## src/rtl/fetch_stage_pkg.sv

```systemverilog
// Shared types and constants for the instruction fetch stage.
package fetch_pkg;

  localparam int PC_INC = 4;
  localparam logic [31:0] DEFAULT_START_PC = 32'h40;
  localparam int CNT_BITS = 4;

  typedef enum logic [1:0] {
    BOOT   = 2'd0,
    RUN    = 2'd1,
    STALL  = 2'd2,
    SQUASH = 2'd3
  } fetchState_t;

  typedef enum logic [1:0] {
    PC_HOLD = 2'd0,
    PC_LOAD = 2'd1,
    PC_STEP = 2'd2
  } pcOp_t;

endpackage

```

## src/rtl/fetch_stage_pc_reg.sv

```systemverilog
// Program counter register with hold / load / increment control.
module pc_reg
  import fetch_pkg::*;
#(
  parameter int DBITS = 32,
  parameter logic [DBITS-1:0] START_PC = DBITS'(DEFAULT_START_PC)
) (
  input  logic             clk,
  input  logic             reset,
  input  pcOp_t            pcOp,
  input  logic [DBITS-1:0] loadPC,
  output logic [DBITS-1:0] pc,
  output logic [DBITS-1:0] pcPlus4
);

  // Wraps modulo 2^DBITS by construction.
  assign pcPlus4 = pc + DBITS'(PC_INC);

  always_ff @(posedge clk) begin
    if (reset) begin
      pc <= START_PC;
    end else begin
      case (pcOp)
        PC_LOAD: pc <= loadPC;
        PC_STEP: pc <= pcPlus4;
        default: pc <= pc;
      endcase
    end
  end

endmodule

```

## src/rtl/fetch_stage.sv

```systemverilog
// Instruction fetch stage: PC sequencing, stall hold and post-redirect bubble insertion.
//
// state  | meaning
// BOOT   | first cycle after reset, emits a bubble at START_PC
// RUN    | normal fetch, PC advances by 4 each cycle
// STALL  | hazard hold, PC frozen and F/D write blocked
// SQUASH | bubbles after a redirect while squashCnt runs down
module fetch_stage
  import fetch_pkg::*;
#(
  parameter int DBITS = 32,
  parameter logic [DBITS-1:0] START_PC = DBITS'(DEFAULT_START_PC),
  parameter int FLUSH_CYCLES = 2
) (
  input  logic             clk,
  input  logic             reset,
  input  logic             stall,
  input  logic             redirect,
  input  logic [DBITS-1:0] redirectPC,
  output logic [DBITS-1:0] imemAddr,
  input  logic [DBITS-1:0] imemData,
  output logic [DBITS-1:0] incPC_F,
  output logic [DBITS-1:0] instWord_F,
  output logic             noop_F,
  output logic             wrtEn_FD
);

  localparam logic [CNT_BITS-1:0] FLUSH_LOAD = CNT_BITS'(FLUSH_CYCLES - 1);
  localparam logic [CNT_BITS-1:0] CNT_ONE    = CNT_BITS'(1);
  localparam logic [CNT_BITS-1:0] CNT_ZERO   = '0;
  // A single-cycle flush is fully covered by the redirect cycle itself.
  localparam fetchState_t REDIRECT_STATE = (FLUSH_CYCLES > 1) ? SQUASH : RUN;

  fetchState_t         state, nextState;
  logic [CNT_BITS-1:0] squashCnt, nextCnt;
  pcOp_t               pcOp;
  logic [DBITS-1:0]    pc, pcPlus4, redirectAligned;

  assign redirectAligned = redirectPC & ~DBITS'(3);

  pc_reg #(
    .DBITS    (DBITS),
    .START_PC (START_PC)
  ) pcReg (
    .clk     (clk),
    .reset   (reset),
    .pcOp    (pcOp),
    .loadPC  (redirectAligned),
    .pc      (pc),
    .pcPlus4 (pcPlus4)
  );

  assign imemAddr   = pc;
  assign incPC_F    = pcPlus4;
  assign instWord_F = imemData;

  always_ff @(posedge clk) begin
    if (reset) begin
      state     <= BOOT;
      squashCnt <= CNT_ZERO;
    end else begin
      state     <= nextState;
      squashCnt <= nextCnt;
    end
  end

  always_comb begin
    nextState = state;
    nextCnt   = squashCnt;
    pcOp      = PC_HOLD;
    noop_F    = 1'b0;
    wrtEn_FD  = 1'b1;
    case (state)
      BOOT: begin
        noop_F    = 1'b1;
        nextState = RUN;
      end
      RUN, STALL: begin
        if (redirect) begin
          noop_F    = 1'b1;
          pcOp      = PC_LOAD;
          nextCnt   = FLUSH_LOAD;
          nextState = REDIRECT_STATE;
        end else if (stall) begin
          wrtEn_FD  = 1'b0;
          nextState = STALL;
        end else begin
          pcOp      = PC_STEP;
          nextState = RUN;
        end
      end
      SQUASH: begin
        noop_F = 1'b1;
        if (redirect) begin
          pcOp      = PC_LOAD;
          nextCnt   = FLUSH_LOAD;
          nextState = REDIRECT_STATE;
        end else begin
          // Terminal count: leave when the decrement lands on zero.
          nextCnt = (squashCnt == CNT_ZERO) ? CNT_ZERO : squashCnt - CNT_ONE;
          if (squashCnt <= CNT_ONE) begin
            nextState = RUN;
          end
        end
      end
      default: begin
        nextState = BOOT;
      end
    endcase
  end

endmodule

```

## config.mk

```make
export PLATFORM = sky130hd
export DESIGN_NAME = fetch_stage
export DESIGN_NICKNAME = d
export VERILOG_FILES = /design/src/rtl/fetch_stage_pkg.sv /design/src/rtl/fetch_stage_pc_reg.sv /design/src/rtl/fetch_stage.sv
export SDC_FILE = /design/constraint.sdc
export NUM_CORES = 1
export LEC_CHECK = 0
export ABC_CLOCK_PERIOD_IN_PS = 2600
export CAP_MARGIN = 20
export CORE_ASPECT_RATIO = 1.1
export CORE_MARGIN = 2
export CORE_UTILIZATION = 30
export DETAILED_ROUTE_END_ITERATION = 8
export PLACE_DENSITY_LB_ADDON = 0.1
export SLEW_MARGIN = 20
export SYNTH_ARGS = -nofsm -noshare
export SYNTH_HDL_FRONTEND = slang
export SYNTH_SLANG_ARGS = --single-unit
```

## constraint.sdc

```tcl
create_clock -name clk -period 2.6 [get_ports clk]
set_input_delay 0.39 -clock clk [delete_from_list [all_inputs] [get_ports clk]]
set_output_delay 0.39 -clock clk [all_outputs]
set_load 0.05 [all_outputs]
```

# --- Word level (Yosys, flattened, before mapping) ---
# Index checks and enable logic that the tools add are counted.
classes:
  n_mux: 19
  n_addsub: 2
  order_cmp: 1
  reduce_logical: 7
  n_eq_ne: 7
ops:
  columns: ["operator", "n"]
  rows:
  - ["32-bit one-hot mux with 2 select lines", 1]
  - ["32-bit by 3-bit adder with 32-bit output (second input constant)", 1]
  - ["2-bit two-way mux", 6]
  - ["4-bit two-way mux", 3]
  - ["4-bit one-hot mux with 2 select lines", 1]
  - ["2-bit == test (second input constant)", 3]
  - ["2-bit one-hot mux with 3 select lines", 1]
  - ["1-bit two-way mux", 5]
  - ["2-bit by 1-bit == test with 1-bit output (second input constant)", 2]
  - ["4-bit by 1-bit less-or-equal comparator with 1-bit output (second input constant)", 1]
  - ["4-bit zero test", 1]
  - ["2-bit one-hot mux with 2 select lines", 1]
  - ["2-bit nonzero test", 2]
  - ["2-bit OR reduction", 2]
  - ["4-bit by 1-bit subtractor with 4-bit output (second input constant)", 1]
  - ["3-bit != test (second input constant)", 1]
  - ["2-bit zero test", 1]
  - ["2-bit != test (second input constant)", 1]
  - ["1-bit one-hot mux with 2 select lines", 1]
  - ["2-bit AND reduction", 1]
totals:
  reg_bits: 38
  out_inout_bits: 98
  input_bits: 68
  wordCells: 39

# --- Logic depth before layout (Yosys ltp) ---
# Gate-level depths: netlist of run 1.
depth:
  word_depth: 5
  mapped_depth: 12
  ltp_nobuf: 9

# --- By module ---
# Synthesis of run 1 repeated with hierarchy kept, for this count alone.
unflattened:
  cells_unflattened: 375
  hier_area_um2: 2881.5
modules_own_cells:
  columns: ["mod", "seq_area_each_um2", "cells_per_inst", "n_inst", "area_each_um2"]
  rows:
  - ["pc_reg", 640.6, 300, 1, 2277.2]
  - ["fetch_stage", 120.1, 75, 1, 604.3]

# --- Least setup slack after synthesis of run 1 ---
# Ideal clock, no wire load.
synth_path:
  path_kind: "register to output"
  start: "register pcReg.pc[2]"
  end: "output incPC_F[28]"
  required_time_ns: 2.210
  t_arrival_ns: 2.616
  setup_slack_ns: -0.406
  stages_incl_launch_ff: 6
  n_path_buf: 0
  cell_sequence: "dfxtp_1 > ha_1 > nand3_2 > nor4_4 > nand3_1 > xnor2_1"
synth_via:
  elab_chain_cells: 1
synth_lines:
  columns: ["item", "line_no", "rtl"]
  rows:
  - ["start, declared", "fetch_stage_pc_reg.sv:12", "output logic [DBITS-1:0] pc,"]
  - ["start signal, assigned", "fetch_stage_pc_reg.sv:24", "PC_LOAD: pc <= loadPC;"]
  - ["start signal, assigned", "fetch_stage_pc_reg.sv:25", "PC_STEP: pc <= pcPlus4;"]
  - ["start signal, assigned", "fetch_stage_pc_reg.sv:26", "default: pc <= pc;"]
  - ["32-bit by 3-bit adder with 32-bit output", "fetch_stage_pc_reg.sv:17", "assign pcPlus4 = pc + DBITS'(PC_INC);"]
  - ["end, declared", "fetch_stage.sv:22", "output logic [DBITS-1:0] incPC_F,"]
# Every way passes these cells.

# --- Worst setup path in the final report of run 1 ---
layout_path:
  start: "register pcReg.pc[12]"
  end: "output incPC_F[27]"
# Same word-level chain as after synthesis.

==> flow_metrics.tcl, run 1 <==
set metrics [dict create \
    drv_slew 0 \
    die_h_um 113 \
    die_area_um2 11700 \
    rsz0062_at_grt "no" \
    row_count 39 \
    tightest_slew_ps 520 \
    setup_viol 0 \
    crit_buf_inv 2 \
    synthTopCellsByArea "dfxtp_1 22%, buf_4 8.7%, xnor2_1 5.6%, nor2_1 4.1%, nand2_1 3.9%" \
    dr_total_vias 3384 \
    area_delta_synth_final_pct 52.4 \
    cts_sinks 36 \
    drive_above_1_share_pct 29.1 \
    synth_top_cell_by_area "dfxtp_1" \
    crit_path_max_fanout 5 \
    crit_arrival_ps 2120 \
    grt_max_degree 18 \
    first_pass_iters 4 \
    async_flop_share_pct 0 \
    nets 586 \
    power_density_nw_per_um2 498 \
    placedCellCount 646 \
    cts_max_level 2 \
    portBuffers 95 \
    postCtsHoldBufs 0 \
    crit_chain "nand3_2 -> nor4_4 -> buf_4 -> and3_2 -> xor2_4 -> buf_12" \
    ys_ff_latch 36 \
    track_usage_pct 17.7 \
    fp.dieW_um 103 \
    relSlewSlack_pct 65.2 \
    cp_top_family "simple AND/OR/NAND/NOR gates" \
    start_util_pct 31.1 \
    cts_tree "yes" \
    clock_latency_ps 280 \
    grt_pass1_wl_mm 16.5 \
    antennaDiodeCount 0 \
    core_area_um2 10500 \
    ir_worst_vdd_mv 0.274 \
    yosys_warnings 0 \
    skew_ps 4.81 \
    post-route-min-period_ps 2510 \
    worst_ep_required_time_ps 2210 \
    worst_setup_path_start_kind "register" \
    antenna_found_initial 0 \
    vias_per_cell 5.14 \
    numCtsBuffers 5 \
    yosysSeqAreaShare_pct 22.1 \
    drv_cap 0 \
    path_class "reg -> out" \
    clk_pin_slew_ps 60 \
    fmax_ghz 0.399 \
    hold_violations 0 \
    yosysUniqueCellTypes 65 \
    cts.path.max_buffers 2 \
    wl_mm 10.4 \
    largest_register_ffs 30 \
    ant_nets 0 \
    post-route-period-util_pct 96.4 \
    synthCells 417 \
    synth_edf_count 0 \
    critPathCaptureType "output pin" \
    overflow 0 \
    crit_path_top_delay_cell "dfxtp_1" \
    ys.flop_type "dfxtp_1" \
    slowest_delay_ps 490 \
    gp_congestion 0.782 \
    drc_errors 0 \
    io_pins 166 \
    drt-initial-drc-count 114 \
    cellLeakagePower_nw 2.01 \
    syn_area_per_cell_um2 7.82 \
    status "finished, final reports clean" \
    synth.top_cell.area_share_pct 22.1 \
    grt_pass1_vias 3406 \
    dp_hpwl_mm 7.87 \
    syn_area_um2 3260 \
    wl_per_cell_um 15.7 \
    fin_cells 658 \
    power.total_mw 2.47 \
    cts_root_buffer "clkbuf_16" \
    hold_class "reg -> reg" \
]
[synth_stat cells (3+ instances only)]
library cell / n
o22ai_1: 6
nand2b_1: 7
a22oi_1: 8
and3_2: 3
a31oi_1: 17
nand4_1: 9
nor3_1: 9
clkbuf_2: 3
or2_2: 3
a21oi_1: 15
o21ai_0: 8
nand2_1: 34
nor2_1: 36
a31o_2: 5
buf_4: 38
and3_1: 4
dfxtp_1: 36
o31a_1: 3
nor3b_1: 6
buf_2: 6
nand4_2: 3
ha_1: 4
o32ai_1: 7
o211ai_1: 4
nand3_1: 18
clkbuf_1: 13
and4_1: 3
xor2_1: 6
or3_1: 4
nor3_4: 3
clkbuf_8: 4
nor2b_1: 10
xnor2_1: 21
nor4_1: 5
inv_1: 11
buf_6: 5
[what timing repair did]
item | in CTS | in global routing
setup endpoints to repair | 2 | 17
pin swaps | 1 | 4
resized for setup | 1 | 5
endpoints found under the hold margin | 0 | 0
buffers inserted | 0 | 4
[path summary, 6_finish.rpt]
kind	startpoint	end	slack, ps	cells after the start
worst min-delay path	state[1]	state[1]	490	2
worst max-delay path	pcReg.pc[12]	incPC_F[27]	90	6
worst min register to register	state[1]	state[1]	490	2
worst max register to register	state[0]	pcReg.pc[23]	150	10
[stage by stage]
| step | setup slack (ps) | hold slack (ps) | setup TNS [ps] | utilization [%] | instance area (um2) |
|---|---|---|---|---|---|
| 2_1_floorplan | -54.6 | 458 | -54.6 | - | 3470 |
| 3_3_place_gp | -62.5 | 480 | -117 | 45.5 | 4770 |
| 3_5_place_dp | -83.4 | 482 | -563 | 45.5 | 4770 |
| 4_1_cts | 4.49 | 492 | 0 | 46.9 | 4920 |
| 5_1_grt | 7.34 | 529 | 0 | 47.4 | 4970 |
| 6_report | 93.7 | 489 | 0 | 47.4 | 4970 |
[report_power, final]
group | internal, mW | switching, mW | leakage (nW)
sequential | 0.604 | 0.0669 | 0.294
combinational | 0.502 | 0.674 | 1.64
clock | 0.378 | 0.247 | 0.0766
total | 1.48 | 0.988 | 2.01
[worst register-to-register path: cells and delay by family (launching register included)]
| family | cells | cell delay, ps |
|---|---|---|
| buffers and inverters | 2 | 190 |
| flip-flops | 1 | 340 |
| AND/OR/NAND/NOR | 5 | 1020 |
| AO/OA/AOI/OAI | 1 | 130 |
| adder cells (fa/ha/maj) | 2 | 670 |
[cell families after synthesis]
| family | share of synthesized area (%) |
|---|---|
| AOI/OAI and AO/OA | 20.8 |
| muxes | 0.652 |
| other | 0.115 |
| and+or+nand+nor | 31.1 |
| xor gates and xnor gates | 7.25 |
| buffers and inverters | 16.4 |
| adders and majority gates | 1.53 |
| DFF | 22.1 |
[area by class of cell]
cell class | count | area (um2)
Inverter | 12 | 45.0
Multi-Input combinational cell | 303 | 2230
Timing Repair Buffer | 156 | 1640
Tap cell | 143 | 179
Clock inverter | 2 | 10.0
Fill cell | 1023 | 5520
Clock buffer | 6 | 139
Sequential cell | 36 | 724
[routing by layer]
layer	track usage, %	routed length [um]	vias up
li1	-	-	1670
met1	21.5	4460	1599
met2	31.4	5290	102
met3	3.03	486	13
met4	4.82	117	0
met5	0	0	-
[placed cells by master, fill, tap and decap left out, types with 5 or more instances in the layout]
| cell type | count |
|---|---|
| clkdlybuf4s50_1 | 67 |
| buf_4 | 65 |
| nor2_1 | 36 |
| nand2_1 | 34 |
| dfxtp_1 | 33 |
| buf_12 | 24 |
| nand3_1 | 17 |
| a31oi_1 | 17 |
| a21oi_1 | 15 |
| inv_1 | 11 |
| xnor2_2 | 10 |
| nand4_1 | 9 |
| nor2b_1 | 9 |
| nor3_1 | 8 |
| o21ai_0 | 8 |
| a22oi_1 | 8 |
| nand2b_1 | 7 |
| o32ai_1 | 7 |
| xnor2_1 | 6 |
| o22ai_1 | 6 |
| nor3b_1 | 6 |
| nor4_1 | 5 |
| xnor2_4 | 5 |
| a31o_2 | 5 |
| clkbuf_16 | 5 |
Note: power is estimated with default switching activity, not from simulation.
==> inputs of run 2 (changes only) <==
Settings changed: CELL_PAD_IN_SITES_DETAIL_PLACEMENT set to 0, CELL_PAD_IN_SITES_GLOBAL_PLACEMENT set to 1, CORE_UTILIZATION 30 to 25, CTS_CLUSTER_DIAMETER set to 200.
==> flow_metrics.tcl, run 2 (synthesis gave the netlist of run 1 again) <==
set metrics [dict create \
    crit_path_top_delay_cell "dfxtp_1" \
    first_pass_iters 6 \
    skew_ps 3.53 \
    drt-initial-drc-count 132 \
    cts_sinks 36 \
    combPwrFrac_pct 47.3 \
    rsz0062_at_grt "no" \
    grt_max_degree 29 \
    drc_errors 9 \
    worstHoldStart "state[1]" \
    cts_max_level 2 \
    crit_chain "nand3_1 -> nor4_4 -> buf_4 -> and3_2 -> xor2_4 -> buf_12" \
    die_h_um 124 \
    relSlewSlack_pct 64.4 \
    ant_nets 0 \
    nets 587 \
    area_delta_synth_final_pct 53.4 \
    r2r-start "state[0]" \
    start_util_pct 25.7 \
    wl_per_cell_um 16.7 \
    worst_ep_required_time_ps 2210 \
    drive_above_1_share_pct 30.2 \
    crit_path_max_fanout 14 \
    track_usage_pct 16.0 \
    numCtsBuffers 5 \
    cts_root_buffer "clkbuf_16" \
    setup_tns_ps 0 \
    grt_pass1_wl_mm 17.7 \
    wl_mm 11.3 \
    die_area_um2 14000 \
    setup_viol 0 \
    drv_slew 0 \
    power.total_mw 2.47 \
    power_density_nw_per_um2 494 \
    path_class "reg -> out" \
    pwr-share-clk_pct 25.4 \
    dp_hpwl_mm 8.59 \
    cellLeakagePower_nw 2.01 \
    core_area_um2 12700 \
    antennaDiodeCount 0 \
    hold_violations 0 \
    row_count 43 \
    slowest_delay_ps 470 \
    clock_latency_ps 280 \
    gp_congestion 0.831 \
    hold_class "reg -> reg" \
    internal-power_mw 1.48 \
    p_switching_mw 0.992 \
    cp-startpoint "pcReg.pc[12]" \
    fp.dieW_um 113 \
    crit_arrival_ps 2080 \
    cts_tree "yes" \
    antenna_found_initial 0 \
    portBuffers 95 \
    status "finished with violations" \
    critPathCaptureType "output pin" \
    cts.path.max_buffers 2 \
    switching_share_pct 40.1 \
    drv_cap 0 \
    fmax_ghz 0.405 \
    clk_pin_slew_ps 60 \
    post-route-min-period_ps 2470 \
    worst_setup_path_start_kind "register" \
    tightest_slew_ps 533 \
    vias_per_cell 5.05 \
    dr_total_vias 3399 \
    ir_worst_vdd_mv 0.252 \
    overflow 0 \
    violations "design-rule violations" \
    io_pins 166 \
    post-route-period-util_pct 94.9 \
    largest_register_ffs 30 \
    power_frac_seq_pct 27.4 \
    grt_pass1_vias 3370 \
    final_cell_mix "67 x clkdlybuf4s50_1, 67 x buf_4, 36 x nor2_1" \
]
-- run 2: cell count changes in the layout (fill, tap and decap cells not counted), sizes merged --
cell | before | now
buf | 89 | 90
-- run 2: path summary, 6_finish.rpt --
check	end	slack, ps	depth (start not counted)
setup reg to reg	pcReg.pc[30]	230	9
setup / recovery	incPC_F[27]	130	6
hold reg to reg	state[1]	490	2
hold / removal	state[1]	490	2
-- run 2: critical path, delay by kind of cell, from the launching register on --
family	cells	cell delay (ps)
AND/OR/NAND/NOR	3	750
flip-flops	1	470
buffers and inverters	2	400
XOR/XNOR	1	180
-- run 2: routing by layer --
layer	wire, um	GRT usage (%)	up-vias
li1	-	-	1669
met1	4870	20.6	1619
met2	5680	27.8	92
met3	531	2.43	19
met4	179	4.80	0
met5	0	0	-
-- run 2: cell type report --
type / instances / area (um2)
Clock buffer: 6 / 139
Clock inverter: 2 / 10.0
Fill cell: 1326 / 7690
Inverter: 12 / 45.0
Multi-Input combinational cell: 303 / 2250
Sequential cell: 36 / 729
Tap cell: 157 / 196
Timing Repair Buffer: 157 / 1630
-- run 2: through the flow --
step / setup WS (ps) / instance area (um2) / hold slack (ps) / utilization (%) / instances
3_5_place_dp: -39.8 / 4770 / 487 / 37.6 / 660
3_3_place_gp: -62.3 / 4770 / 481 / 37.6 / 660
6_report: 133 / 5000 / 493 / 39.4 / 673
2_1_floorplan: -54.6 / 3470 / 458 / - / 420
5_1_grt: 3.49 / 5000 / 523 / 39.4 / 673
4_1_cts: 5.92 / 4930 / 497 / 38.8 / 668
-- run 2: timing repair --
item                                    in CTS  in global routing
hold buffers                                 0                  0
endpoints found under the setup margin       2                 21
pin swaps                                    0                  3
gates resized for setup                      1                 12
setup buffers                                0                  5
-- run 2: power by group through the flow --
stage | sequential (mW) | combinational, mW | clock [mW]
after floorplan | 0.834 | 0.688 | 0
after CTS | 0.677 | 1.17 | 0.643
final | 0.678 | 1.17 | 0.627
after global routing | 0.689 | 1.24 | 0.663
after detailed placement | 0.688 | 1.17 | 0
after global placement | 0.687 | 1.16 | 0
